File: config.mk
export PLATFORM = sky130hd
export DESIGN_NAME = mac_stream_sequencer
export DESIGN_NICKNAME = d
export VERILOG_FILES = /design/src/rtl/mac_seq_pkg.sv /design/src/rtl/mac_unit.sv /design/src/rtl/mac_stream_sequencer.sv
export SDC_FILE = /design/constraint.sdc
export NUM_CORES = 1
export LEC_CHECK = 0
export CAP_MARGIN = 10
export CELL_PAD_IN_SITES_DETAIL_PLACEMENT = 1
export CELL_PAD_IN_SITES_GLOBAL_PLACEMENT = 1
export CORE_MARGIN = 4
export CORE_UTILIZATION = 51
export CTS_BUF_LIST = sky130_fd_sc_hd__clkbuf_4 sky130_fd_sc_hd__clkbuf_8
export CTS_CLUSTER_SIZE = 12
export DETAILED_ROUTE_END_ITERATION = 16
export GPL_TIMING_DRIVEN = 0
export HOLD_SLACK_MARGIN = 0.08
export MAX_ROUTING_LAYER = met4
export PLACE_DENSITY_LB_ADDON = 0.1
export SYNTH_ARGS = -nofsm -noshare
export SYNTH_HDL_FRONTEND = slang
export SYNTH_HIERARCHICAL = 1
export SYNTH_SLANG_ARGS = --single-unit
File: constraint.sdc
create_clock -name clk -period 12.3 [get_ports clk]
set_input_delay 1.845 -clock clk [delete_from_list [all_inputs] [get_ports clk]]
set_output_delay 1.845 -clock clk [all_outputs]
set_load 0.02 [all_outputs]
File: src/rtl/mac_seq_pkg.sv
// Shared types, default widths and arithmetic helpers for the MAC stream sequencer.
package mac_seq_pkg;

  localparam int MAC_DATA_W = 8;
  localparam int MAC_ACC_W  = 24;
  localparam int MAC_LEN_W  = 10;

  typedef enum logic [1:0] {
    ST_IDLE,
    ST_RUN,
    ST_DRAIN,
    ST_DONE
  } state_t;

  // Signed add overflows when both addends share a sign that the sum does not.
  function automatic logic add_ovf(input logic a_sign, input logic b_sign, input logic sum_sign);
    return (a_sign == b_sign) && (sum_sign != a_sign);
  endfunction

endpackage

File: src/rtl/mac_unit.sv
// Two-stage signed multiply-accumulate: operand capture, then product accumulation.
module mac_unit
  import mac_seq_pkg::*;
#(
  parameter int DATA_W = MAC_DATA_W,
  parameter int ACC_W  = MAC_ACC_W
) (
  input  logic              clk,
  input  logic              reset_n,
  input  logic              i_load,
  input  logic              i_clear,
  input  logic [DATA_W-1:0] i_a,
  input  logic [DATA_W-1:0] i_b,
  output logic [ACC_W-1:0]  o_acc,
  output logic              o_ovf
);

  logic signed [DATA_W-1:0]   r_a_p0;
  logic signed [DATA_W-1:0]   r_b_p0;
  logic                       r_vld_p0;
  logic signed [ACC_W-1:0]    r_acc_p1;
  logic                       r_ovf_p1;
  logic signed [2*DATA_W-1:0] w_prod;
  logic signed [ACC_W-1:0]    w_prod_ext;
  logic signed [ACC_W-1:0]    w_sum;

  assign w_prod     = r_a_p0 * r_b_p0;
  assign w_prod_ext = ACC_W'(w_prod);
  assign w_sum      = r_acc_p1 + w_prod_ext;

  // Stage 0: operand capture
  always_ff @(posedge clk) begin
    if (i_load) begin
      r_a_p0 <= $signed(i_a);
      r_b_p0 <= $signed(i_b);
    end
  end

  // Stage 1: accumulate the captured product; clear starts a fresh job
  always_ff @(posedge clk or negedge reset_n) begin
    if (!reset_n) begin
      r_vld_p0 <= 1'b0;
      r_acc_p1 <= '0;
      r_ovf_p1 <= 1'b0;
    end else if (i_clear) begin
      r_vld_p0 <= 1'b0;
      r_acc_p1 <= '0;
      r_ovf_p1 <= 1'b0;
    end else begin
      r_vld_p0 <= i_load;
      if (r_vld_p0) begin
        r_acc_p1 <= w_sum;
        r_ovf_p1 <= r_ovf_p1 |
                    add_ovf(r_acc_p1[ACC_W-1], w_prod_ext[ACC_W-1], w_sum[ACC_W-1]);
      end
    end
  end

  assign o_acc = r_acc_p1;
  assign o_ovf = r_ovf_p1;

endmodule

File: src/rtl/mac_stream_sequencer.sv
// Job sequencer: accepts a length, pulls that many operand pairs, presents the dot product.
module mac_stream_sequencer
  import mac_seq_pkg::*;
#(
  parameter int DATA_W = MAC_DATA_W,
  parameter int ACC_W  = MAC_ACC_W,
  parameter int LEN_W  = MAC_LEN_W
) (
  input  logic              clk,
  input  logic              reset_n,
  input  logic              i_cfg_valid,
  output logic              o_cfg_ready,
  input  logic [LEN_W-1:0]  i_cfg_len,
  input  logic              i_in_valid,
  output logic              o_in_ready,
  input  logic [DATA_W-1:0] i_in_a,
  input  logic [DATA_W-1:0] i_in_b,
  output logic              o_out_valid,
  input  logic              i_out_ready,
  output logic [ACC_W-1:0]  o_out_result,
  output logic              o_out_overflow
);

  state_t           r_state;
  logic [LEN_W-1:0] r_cnt;
  logic [LEN_W-1:0] r_len;
  logic             w_cfg_hs;
  logic             w_in_hs;

  assign w_cfg_hs = i_cfg_valid && (r_state == ST_IDLE);
  assign w_in_hs  = i_in_valid && (r_state == ST_RUN);

  always_ff @(posedge clk or negedge reset_n) begin
    if (!reset_n) begin
      r_state <= ST_IDLE;
      r_cnt   <= '0;
      r_len   <= '0;
    end else begin
      case (r_state)
        ST_IDLE: begin
          if (i_cfg_valid) begin
            r_len   <= i_cfg_len;
            r_cnt   <= '0;
            r_state <= (i_cfg_len == '0) ? ST_DONE : ST_RUN;
          end
        end
        ST_RUN: begin
          if (i_in_valid) begin
            r_cnt <= r_cnt + LEN_W'(1);
            if (r_cnt == r_len - LEN_W'(1)) r_state <= ST_DRAIN;
          end
        end
        ST_DRAIN: r_state <= ST_DONE;
        ST_DONE:  if (i_out_ready) r_state <= ST_IDLE;
        default:  r_state <= ST_IDLE;
      endcase
    end
  end

  // Handshake flags come from registered state only, never from the peer's input.
  assign o_cfg_ready = (r_state == ST_IDLE);
  assign o_in_ready  = (r_state == ST_RUN);
  assign o_out_valid = (r_state == ST_DONE);

  mac_unit #(
    .DATA_W(DATA_W),
    .ACC_W (ACC_W)
  ) u_mac (
    .clk    (clk),
    .reset_n(reset_n),
    .i_load (w_in_hs),
    .i_clear(w_cfg_hs),
    .i_a    (i_in_a),
    .i_b    (i_in_b),
    .o_acc  (o_out_result),
    .o_ovf  (o_out_overflow)
  );

endmodule
==> summary.md <==
| Metric | Value |
|---|---|
| Cells after Synth | 717 |
| Met2 Use GR | 0.482 |
| Share of cells above drive strength 1 | 0.0492 |
| Setup TNS | 0 ns |
| HP Class | reg -> reg |
| CP required | 12.61 ns |
| Starting Density | 0.524 |
| CP top delay family | adder cells |
| Global route hottest layer | met2 |
| GPL Wtd Cong | 0.872 |
| Vias in the first global route | 6235 |
| Met3 usage | 0.0362 |
| Final setup vio count | 0 |
| Max-cap viol count | 0 |
| Initial antenna violation count | 0 |
| Hold-fix buffers, CTS | 0 |
| First-pass GRT wire length | 30100 microns |
| CP max stage cell | fa_1 |
| Unrepaired setup endpoints after global routing | false |
| Drt first pass iters | 6 |
| Final core utilization | 0.606 |
| Worst Setup Start Kind | register |
| Fmax | 135 MHz |
| Crit path time final | 7.39 ns |
| CP Cell Sequence | and2_1 > fa_1 > inv_1 > fa_1 > inv_1 > fa_1 > inv_1 > fa_1 > inv_1 > ha_1 > and2_1 > and4_1 > nor3_1 > o21ai_0 > nand2_1 > ha_1 > a211o_2 > a31oi_1 > o21ai_0 > o311a_1 > a211o_1 > a21boi_1 > or4_1 > a21oi_1 |
| Most common cell after layout, fill and taps aside | inv_1 |
| Status | finished, final reports clean |
| # port buffers | 58 |
| Syn nets | 862 |
| First-iteration detailed-routing DRC count | 277 |
| CP max stage delay | 0.63 ns |
| Average wire per standard cell | 18.7 microns |
| Vias/cell | 5.69 |
| Die Height | 122 microns |
| EDFF count, synth | 16 |
| Worst-Skew Late Latency | 0.37 ns |
| CTS tree | built |
| Clock buffer count from CTS | 9 |
| Die area | 14900 sq um |
| Yosys reg bits | 64 |
| Clock-pin slew on the worst setup and hold paths | 0.09 ns |
| Final period util | 0.601 |
| CTS resizes | 0 |
| I/O pin total | 59 |
| Critical path class | reg -> reg |
| Chip Width | 122 microns |
| Seq/Total Area, Yosys | 0.253 |
| Core area | 12700 sq um |
| H-tree levels | 3 |
| Final-layout fill cell count | 1493 |
| Area delta synth->final | 15.7% |
| Routed wire length | 18000 microns |
| Clk sinks | 64 |
| HPWL after DPL | 14200 microns |
| Slew @ Worst Pin | 0.936 ns |
| GR Overflow Total | 0 |
| Clk_skew | 0.0141 ns |
| Mapped Area | 6630 sq um |
| # Post-CTS Setup Buffers | 0 |
| CTS Root Cell | clkbuf_8 |
| Rel. slew slack | 0.376 |
| DR vias | 5489 |
| M1 GR Usage | 0.296 |
| Critical path endpoint category | register |
| Fin. max-slew vios | 0 |
| Leading cell types in the layout, fill and taps excluded | inv_1, ha_1, clkdlybuf4s50_1, fa_1 |
| Largest net degree at the start of global routing | 31 |
| Antenna diodes | 0 |
| Crit path arrival time | 7.70 ns |
| Clk buf depth | 2 |
| FFs w/ async S/R, synth | 0.750 |
| Crit path buffers/inverters | 4 |
| Syn avg cell area | 9.25 sq um |
| Ys flop type | dfrtp_1 |
| Worst-path fanout max | 8 |
| Cell Rows | 41 |
| Antenna Nets Post-Route | 0 |
| Hold WS | 0.500 ns |
| DR DRC count | 0 |
| Yosys warning count | 6 |
| Final Hold Fails | 0 |
| Total global-route track usage | 0.265 |
| Final #Nets | 932 |
| Count of cell types in the netlist | 73 |
[cell usage after synthesis (2+ instances only)]
cell type	number	area, sq um
a211o_1	2	17.5
xor2_1	12	105
and4_1	3	26.3
ha_1	58	726
a221o_1	2	20.0
o2111ai_1	4	35.0
inv_1	111	417
a22o_1	3	26.3
nor2_1	48	180
nand2_1	41	154
nand3_1	17	85.1
nor2b_1	10	62.6
a211oi_1	6	45.0
nand2b_1	7	43.8
o21ai_0	28	140
mux2_2	7	78.8
edfxtp_1	16	480
dfrtp_1	48	1200
a21boi_0	3	22.5
a31oi_1	4	25.0
nor4_1	4	25.0
or3_1	8	50.1
nand4_1	2	12.5
clkbuf_1	4	15.0
o21a_1	7	52.6
a32oi_1	3	26.3
and3_1	5	31.3
o21bai_1	4	30.0
a41oi_1	2	17.5
mux2i_1	10	100
o211ai_1	3	22.5
and2_1	47	294
nand3b_1	2	15.0
or4_1	4	30.0
a21oi_1	30	150
a21o_1	11	82.6
fa_1	56	1120
clkinv_1	2	7.51
xnor2_1	31	272
nor3_1	18	90.1
or2_2	2	12.5
[flip-flops by register name (all words and copies together) (netlist names)]
| register | flops |
|---|---|
| r_cnt | 10 |
| r_len | 10 |
| r_state | 2 |
| u_mac/o_acc | 24 |
| u_mac/o_ovf | 1 |
| u_mac/r_a_p0 | 8 |
| u_mac/r_b_p0 | 8 |
| u_mac/r_vld_p0 | 1 |
[stage by stage]
step	setup WS, ns	std cells	instance area, sq um
after floorplan	5.81	717	6630
after global placement	5.17	947	7430
after detailed placement	5.00	948	7440
after CTS	4.93	964	7670
after global routing	4.50	964	7670
final	4.91	964	7670
[path summary, 6_finish.rpt]
| check | from | endpoint | slack [ns] | depth (start not counted) |
|---|---|---|---|---|
| worst max register to register | u_mac/r_b_p0[3] | u_mac/o_acc[23] | 4.91 | 24 |
| min in group asynchronous | reset_n | u_mac/o_acc[6] | 1.43 | 1 |
| worst min register to register | u_mac/o_ovf | u_mac/o_ovf | 0.50 | 1 |
| worst min-delay path | u_mac/o_ovf | u_mac/o_ovf | 0.50 | 1 |
| worst max-delay path | u_mac/r_b_p0[3] | u_mac/o_acc[23] | 4.91 | 24 |
| max in group asynchronous | reset_n | r_len[7] | 10.30 | 2 |
[metal layers]
layer / wire length (microns) / part of all wire
met1: 7330 / 0.41
met5: 0 / 0
met4: 558 / 0.031
met2: 9630 / 0.53
met3: 502 / 0.028
[cells by family after synthesis]
| kind of cell | after synthesis | synth area share |
|---|---|---|
| flip-flops | 64 | 0.253 |
| adder cells (fa/ha/maj) | 114 | 0.278 |
| buffers and inverters | 121 | 0.0703 |
| multiplexers | 17 | 0.0270 |
| AO/OA/AOI/OAI | 134 | 0.138 |
| XOR/XNOR | 43 | 0.0568 |
| AND/OR/NAND/NOR | 224 | 0.176 |
[area by class of cell]
cell class	instances	area, sq um	share of cell area
plain buffers	8	42.5	0.00554
flip-flops and latches	64	1680	0.219
multi-input cells	532	4490	0.585
clock inverters	7	105	0.0137
inverters	113	424	0.0553
clock buffers	9	124	0.0161
repair buffers	59	596	0.0776
well taps	172	215	0.0280
Power is not shown: default switching activity piles up to over one toggle a cycle in this logic, so the estimate is an artifact.
